--- config.mk ---
export PLATFORM = sky130hd
export DESIGN_NAME = pipe_stage_reg
export DESIGN_NICKNAME = d
export VERILOG_FILES = /design/src/rtl/pipe_pkg.sv /design/src/rtl/pipe_skid_slot.sv /design/src/rtl/pipe_stage_reg.sv
export SDC_FILE = /design/constraint.sdc
export NUM_CORES = 1
export LEC_CHECK = 0
export CAP_MARGIN = 20
export CORE_ASPECT_RATIO = 0.5
export CORE_MARGIN = 2
export CORE_UTILIZATION = 27
export CTS_BUF_LIST = sky130_fd_sc_hd__clkbuf_4 sky130_fd_sc_hd__clkbuf_8
export CTS_CLUSTER_DIAMETER = 40
export CTS_CLUSTER_SIZE = 25
export DETAILED_ROUTE_END_ITERATION = 8
export GPL_TIMING_DRIVEN = 0
export PLACE_DENSITY_LB_ADDON = 0.3
export SYNTH_ARGS = -nofsm -noshare
export SYNTH_HDL_FRONTEND = slang
export SYNTH_SLANG_ARGS = --single-unit
export TNS_END_PERCENT = 30
--- constraint.sdc ---
create_clock -name clk -period 1.4 [get_ports clk]
set_input_delay 0.28 -clock clk [delete_from_list [all_inputs] [get_ports clk]]
set_output_delay 0.28 -clock clk [all_outputs]
set_load 0.02 [all_outputs]
--- src/rtl/pipe_pkg.sv ---
// Shared definitions for the RV32 inter-stage pipeline registers: skid state
// encoding, per-stage payload layouts, widths and reset payloads.
package pipe_pkg;

    // Occupancy state of a skid-enabled stage register.
    typedef enum logic [1:0] {
        PS_EMPTY = 2'd0,
        PS_MAIN  = 2'd1,
        PS_BOTH  = 2'd2
    } pipe_state_e;

    // IF/ID: fetched instruction and its PC.
    typedef struct packed {
        logic [31:0] pc;
        logic [31:0] instr;
    } if_id_t;

    // ID/EX: operands, immediate and decoded control.
    typedef struct packed {
        logic [31:0] pc;
        logic [31:0] rs1_val;
        logic [31:0] rs2_val;
        logic [31:0] imm;
        logic [4:0]  rd;
        logic [3:0]  alu_op;
        logic        alu_src_imm;
        logic        mem_rd;
        logic        mem_wr;
        logic [1:0]  mem_size;
        logic        load_signed;
        logic        reg_wr;
    } id_ex_t;

    // EX/MEM: ALU result, store data and memory control.
    typedef struct packed {
        logic [31:0] alu_result;
        logic [31:0] store_data;
        logic [4:0]  rd;
        logic        mem_rd;
        logic        mem_wr;
        logic [1:0]  load_size;
        logic        load_signed;
        logic        reg_wr;
    } ex_mem_t;

    // MEM/WB: write-back value and destination.
    typedef struct packed {
        logic [31:0] wb_data;
        logic [4:0]  rd;
        logic        reg_wr;
    } mem_wb_t;

    localparam int unsigned IF_ID_W  = $bits(if_id_t);
    localparam int unsigned ID_EX_W  = $bits(id_ex_t);
    localparam int unsigned EX_MEM_W = $bits(ex_mem_t);
    localparam int unsigned MEM_WB_W = $bits(mem_wb_t);

    // A killed fetch slot decodes as the canonical NOP (addi x0, x0, 0).
    localparam if_id_t IF_ID_RST_S = '{pc: 32'h0, instr: 32'h0000_0013};

    localparam id_ex_t ID_EX_RST_S = '{
        pc: 32'h0, rs1_val: 32'h0, rs2_val: 32'h0, imm: 32'h0, rd: 5'd0,
        alu_op: 4'd0, alu_src_imm: 1'b0, mem_rd: 1'b0, mem_wr: 1'b0,
        mem_size: 2'b10, load_signed: 1'b1, reg_wr: 1'b0
    };

    // Idle memory stage presents a word-sized signed access with no enables.
    localparam ex_mem_t EX_MEM_RST_S = '{
        alu_result: 32'h0, store_data: 32'h0, rd: 5'd0, mem_rd: 1'b0,
        mem_wr: 1'b0, load_size: 2'b10, load_signed: 1'b1, reg_wr: 1'b0
    };

    localparam mem_wb_t MEM_WB_RST_S = '{wb_data: 32'h0, rd: 5'd0, reg_wr: 1'b0};

    localparam logic [IF_ID_W-1:0]  IF_ID_RST  = IF_ID_RST_S;
    localparam logic [ID_EX_W-1:0]  ID_EX_RST  = ID_EX_RST_S;
    localparam logic [EX_MEM_W-1:0] EX_MEM_RST = EX_MEM_RST_S;
    localparam logic [MEM_WB_W-1:0] MEM_WB_RST = MEM_WB_RST_S;

endpackage

--- src/rtl/pipe_skid_slot.sv ---
// One payload register plus valid flag. Used for both the main and the skid
// entry of pipe_stage_reg. A clear drops the valid and, when CLR_ON_FLUSH is
// set, reloads the payload with RST_VAL.
module pipe_skid_slot #(
    parameter int unsigned       DATA_W       = 32,
    parameter logic [DATA_W-1:0] RST_VAL      = {DATA_W{1'b0}},
    parameter bit                CLR_ON_FLUSH = 1'b1
) (
    input  logic              clk,
    input  logic              rst,
    input  logic              clr_i,
    input  logic              valid_d_i,
    input  logic              wr_en_i,
    input  logic [DATA_W-1:0] wr_data_i,
    output logic              valid_o,
    output logic [DATA_W-1:0] data_o
);

    logic              valid_q;
    logic [DATA_W-1:0] data_q;

    // Valid follows the parent's next-state; payload only moves on a write.
    always_ff @(posedge clk or posedge rst) begin
        if (rst) begin
            valid_q <= 1'b0;
            data_q  <= RST_VAL;
        end else if (clr_i) begin
            valid_q <= 1'b0;
            if (CLR_ON_FLUSH) begin
                data_q <= RST_VAL;
            end
        end else begin
            valid_q <= valid_d_i;
            if (wr_en_i) begin
                data_q <= wr_data_i;
            end
        end
    end

    assign valid_o = valid_q;
    assign data_o  = data_q;

endmodule

--- src/rtl/pipe_stage_reg.sv ---
// Generic valid/ready pipeline register between RV32 core stages.
// Build option: define PIPE_STAGE_SKID_EN to add a second (skid) entry that
// registers in_ready and breaks the out_ready -> in_ready combinational path.
// Without it the stage is a single register with full throughput.
module pipe_stage_reg
    import pipe_pkg::*;
#(
    parameter int unsigned       DATA_W       = 32,
    parameter logic [DATA_W-1:0] RST_VAL      = {DATA_W{1'b0}},
    parameter bit                CLR_ON_FLUSH = 1'b1
) (
    input  logic              clk,
    input  logic              rst,
    input  logic              flush,
    input  logic              in_valid,
    output logic              in_ready,
    input  logic [DATA_W-1:0] in_data,
    output logic              out_valid,
    input  logic              out_ready,
    output logic [DATA_W-1:0] out_data,
    output logic [1:0]        occupancy
);

    logic              in_xfer;
    logic              out_xfer;
    logic              main_valid_d;
    logic              main_wr_en;
    logic [DATA_W-1:0] main_wr_data;

    assign in_xfer  = in_valid & in_ready;
    assign out_xfer = out_valid & out_ready;

    pipe_skid_slot #(
        .DATA_W       (DATA_W),
        .RST_VAL      (RST_VAL),
        .CLR_ON_FLUSH (CLR_ON_FLUSH)
    ) u_main (
        .clk       (clk),
        .rst       (rst),
        .clr_i     (flush),
        .valid_d_i (main_valid_d),
        .wr_en_i   (main_wr_en),
        .wr_data_i (main_wr_data),
        .valid_o   (out_valid),
        .data_o    (out_data)
    );

`ifdef PIPE_STAGE_SKID_EN

    pipe_state_e       state_q;
    pipe_state_e       state_d;
    logic              in_ready_q;
    logic              skid_valid;
    logic              skid_wr_en;
    logic [DATA_W-1:0] skid_data;

    pipe_skid_slot #(
        .DATA_W       (DATA_W),
        .RST_VAL      (RST_VAL),
        .CLR_ON_FLUSH (CLR_ON_FLUSH)
    ) u_skid (
        .clk       (clk),
        .rst       (rst),
        .clr_i     (flush),
        .valid_d_i (state_d == PS_BOTH),
        .wr_en_i   (skid_wr_en),
        .wr_data_i (in_data),
        .valid_o   (skid_valid),
        .data_o    (skid_data)
    );

    // Route the accepted word to main or skid; skid always drains through main.
    always_comb begin
        state_d      = state_q;
        main_wr_en   = 1'b0;
        main_wr_data = in_data;
        skid_wr_en   = 1'b0;
        if (flush) begin
            state_d = PS_EMPTY;
        end else begin
            unique case (state_q)
                PS_EMPTY: begin
                    if (in_xfer) begin
                        main_wr_en = 1'b1;
                        state_d    = PS_MAIN;
                    end
                end
                PS_MAIN: begin
                    if (in_xfer && out_xfer) begin
                        main_wr_en = 1'b1;
                    end else if (in_xfer) begin
                        skid_wr_en = 1'b1;
                        state_d    = PS_BOTH;
                    end else if (out_xfer) begin
                        state_d = PS_EMPTY;
                    end
                end
                PS_BOTH: begin
                    if (out_xfer) begin
                        main_wr_en   = 1'b1;
                        main_wr_data = skid_data;
                        state_d      = PS_MAIN;
                    end
                end
                default: state_d = PS_EMPTY;
            endcase
        end
    end

    assign main_valid_d = (state_d != PS_EMPTY);

    // Occupancy state and registered in_ready (low only while the skid is full).
    always_ff @(posedge clk or posedge rst) begin
        if (rst) begin
            state_q    <= PS_EMPTY;
            in_ready_q <= 1'b1;
        end else begin
            state_q    <= state_d;
            in_ready_q <= (state_d != PS_BOTH);
        end
    end

    assign in_ready  = in_ready_q;
    assign occupancy = {1'b0, out_valid} + {1'b0, skid_valid};

`else

    // Single register: accept whenever the held word is absent or leaving.
    always_comb begin
        in_ready     = ~out_valid | out_ready;
        main_wr_en   = in_xfer;
        main_wr_data = in_data;
        main_valid_d = in_xfer | (out_valid & ~out_ready);
    end

    assign occupancy = {1'b0, out_valid};

`endif

endmodule

Yosys cells after proc, flatten, opt, wreduce, memory -nomap -nowiden
Cells that the tools add are included.

Register bits: 33. Output and inout port bits: 36. Logic and storage cells: 12.

Mux-type cells: 3. Bitwise operators: 6. Reductions and logical operators: 1.

Operator list (count): $mux 32 (2); $and 1x1->1 (2); $not 1->1 (2); $or 1x1->1 (2); $reduce_bool 2->1 (1); $mux 1 (1).

Depth between registers and ports, before layout
Word-level depth: 5. Mapped depth: 5. Gate-level depth less buffers: 3.

Modules after synthesis
A second synthesis with hierarchy kept.

Cells, all modules: 113. Area, all modules: 1418.9 µm².

Modules (own cells, without submodules): pipe_skid_slot (times used 1, cells each 107, area an instance 1371.3 µm²); pipe_stage_reg (times used 1, cells each 6, area an instance 47.5 µm²).

Worst setup path before layout
Ideal clock, no wire load.

Path kind: register to register. Start point: reg u_main.valid_q, in the netlist u_main.valid_o. End point: reg u_main.data_q[10], in the netlist u_main.data_o[10]. Library setup time: 0.073 ns. Data arrival time: 1.150 ns. Slack: 0.177 ns. Stages on the path, launching flop included: 6. Path buffers: 2. Period minus slack after synthesis: 1.223 ns. Cell sequence: dfrtp_1 > nand2b_4 > buf_6 > buf_2 > nand3_1 > a21oi_2.

Word-level cells in the longest chain between the ends: 4.

RTL lines: start, declared (line pipe_skid_slot.sv:19) `logic valid_q;`; start signal, assigned (line pipe_skid_slot.sv:33) `valid_q <= valid_d_i;`; $not 1->1 (line pipe_stage_reg.sv:130) `in_ready = ~out_valid | out_ready;`; $or 1x1->1 (line pipe_stage_reg.sv:130); net in_ready (line pipe_stage_reg.sv:16) `output logic in_ready,`; $and 1x1->1 (line pipe_stage_reg.sv:30) `assign in_xfer = in_valid & in_ready;`; $reduce_bool 2->1 (no line); end signal, assigned (line pipe_skid_slot.sv:35) `data_q <= wr_data_i;`; end, declared (line pipe_skid_slot.sv:20) `logic [DATA_W-1:0] data_q;`.

The timed path passes the listed nets, and every way through them passes these cells. A chain may end at the register's enable or synchronous reset.

Worst setup path in the final report
Start point: reg u_main.valid_q, in the netlist u_main.valid_o. End point: out out_valid.

RTL lines: end, declared (line pipe_stage_reg.sv:18) `output logic out_valid,`.

No word-level cell between the ends.

==> impl_metrics.ini <==
[outcome]
status = complete, no violations

[clocking]
clock_latency_ns = 0.28
cts-htree-levels = 2
cts_made_buffers = 5
root_buffer = clkbuf_8
tritoncts = yes
clk_pin_slew_ns = 0.07
clk_path_buf_depth = 2
clock_sinks = 33
cts_hold_buf = 0

[cells_and_area]
diodes = 0
final_net_count = 275
drive_above_1_share_pct = 28.03
design_area_um2 = 2556
final_cells = 312
area_delta_synth_final_pct = 56.67

[global_route]
antenna_found_initial = 0
grt_pass1_vias = 1469
grt_use_total_pct = 13.96
grt_max_degree = 23
overflow = 0
grt_pass1_wl_um = 7210

[timing]
tightest_slew_ns = 0.5638
rsz0062_at_grt = false
min_period_ns = 1.356
fin_crit_sh_pct = 96.85
hold_ws_ns = 0.3204
setup_viol = 0
fmax_mhz = 737.5
slew_violations = 0
max_slew_margin_pct = 62.37
finalWorstSetupSlack_ns = 0.04413
hold_violations = 0
finalClockSkew_ns = 0.005337

[floorplan]
die_area_um2 = 6718
rows = 19
die_y_um = 58.97
die_w_um = 113.9
initial_core_util_pct = 28.84
coreArea_um2 = 5658
pin_count = 73

[synthesis]
synth_seq_cells = 33
syn-cell-area_um2 = 1632
synth_common_cells = dfrtp_1 (33), nand3_1 (32), a21oi_1 (27), a21bo_2 (26), buf_2 (12)
seq_area_frac_synth_pct = 50.61
netlist_instances = 154
synth_edf_count = 0
yosysTopAreaCellShare_pct = 50.61
yosys_warnings = 0
yosys-top-cells-area = dfrtp_1 (51%), a21bo_2 (16%), nand3_1 (9.8%), a21oi_1 (8.3%), a21bo_1 (3.7%)
synth_ff_type = dfrtp_1
synth.most_common_cell = dfrtp_1
synth_area_per_cell_um2 = 10.59
synthArstFlopShare_pct = 100.0
synth_top_area_cell = dfrtp_1
syn_nets = 191
ys_types = 13

[power]
p_leak_uw = 0.001240
p_total_uw = 2291
p_per_area_nw_per_um2 = 896.1
peakVddDrop_v = 0.0003256

[setup_path]
crit_chain = dlygate4sd2_1
cp.arrival_ns = 1.08
slowest_delay_ns = 0.43
critical_path_buf_inv_count = 1
required_ns = 1.12
end_kind = output port
worstSetupPathType = register to output port
start_kind = register
path_delay_family = flip-flops
cp_slowest_cell = dfrtp_1
critPathMaxFanout = 3

[routing]
via_per_inst = 4.679
drc = 0
dr.pass1.iters = 4
drt_wl_total_um = 4555
drtIter0Drc = 30
wl_per_cell_um = 14.60
postRouteAntennaNets = 0
vias = 1460

[place]
gp_congestion = 0.7382
dp_hpwl_um = 3279
dp_slack_ns = -0.7783
dpl_cell_area_um2 = 2441
dp_cells = 297
portBuffers = 69

[run]
maxCapViolations = 0

[hold_path]
hold_path.class = primary input to register
routing by layer:
metal  share of wire [%]  global-route usage, %
met2                  50                  23.30
met5                   0                      0
met1                  46                  17.86
met3                 3.6                  3.811
met4                0.70                  4.704
state kept, by name (all words and copies together), names as in the netlist:
register / cells
u_main.valid_o: 1
u_main.data_o: 32
cell type report:
| type | count | area (µm²) |
|---|---|---|
| Fill cell | 544 | 3102 |
| Timing Repair Buffer | 78 | 738.2 |
| Clock buffer | 8 | 91.34 |
| Buffer | 19 | 116.4 |
| Tap cell | 73 | 91.34 |
| Sequential cell | 33 | 825.8 |
| Multi-Input combinational cell | 99 | 685.7 |
| Inverter | 2 | 7.507 |
cells by family after synthesis:
family,count (synthesis),share of synthesized area (%)
other cells,1,0.2298
compound gates,65,31.14
buf+inv,22,7.362
flops,33,50.61
simple gates,33,10.66
where the power goes:
part,internal [µW],leakage (µW),total (µW),switching [µW]
Sequential,1010,0.000441,1030,27.5
Combinational,258,0.000749,509,251
Clock,411,0.0000498,748,336
Total,1680,0.00124,2290,615
worst paths after layout:
path / start / to / slack [ns] / depth (start not counted)
worst max-delay path: u_main.valid_o / out_valid / 0.04 / 1
worst min-delay path: flush / u_main.data_o[2] / 0.32 / 2
worst max register to register: u_main.valid_o / u_main.data_o[5] / 0.05 / 6
worst min register to register: u_main.data_o[12] / u_main.data_o[12] / 0.64 / 2
max in group asynchronous: rst / u_main.data_o[28] / 0.55 / 3
min in group asynchronous: rst / u_main.data_o[2] / 0.35 / 2
stage by stage:
stage | utilization [%] | TNS (ns)
floorplan | - | 0
global placement | 42.66 | -17.75
detailed placement | 43.14 | -6.260
CTS | 43.99 | -0.1214
global route | 45.18 | 0
finish | 45.18 | 0
layout by cell type (no fill, tap or decap):
cell type        instances
clkdlybuf4s50_1         33
dlygate4sd2_1           33
dfrtp_1                 33
nand3_1                 32
a21oi_1                 27
a21bo_2                 26
buf_2                   11
buf_4                   11
a21bo_1                  6
a21oi_2                  6
clkbuf_8                 5
clkbuf_1                 4
clkbuf_4                 3
buf_6                    2
inv_1                    2
nand2b_4                 1
buf_12                   1
conb_1                   1
dlymetal6s2s_1           1
buf_16                   1
what timing repair did:
action / CTS / global route
setup endpoints to repair: 35 / 19
pin swaps: 0 / 0
gates resized for setup: 42 / 4
endpoints found under the hold margin: 0 / 0
buffers inserted: 0 / 8
No activity file was read; power rests on OpenSTA's default activity.
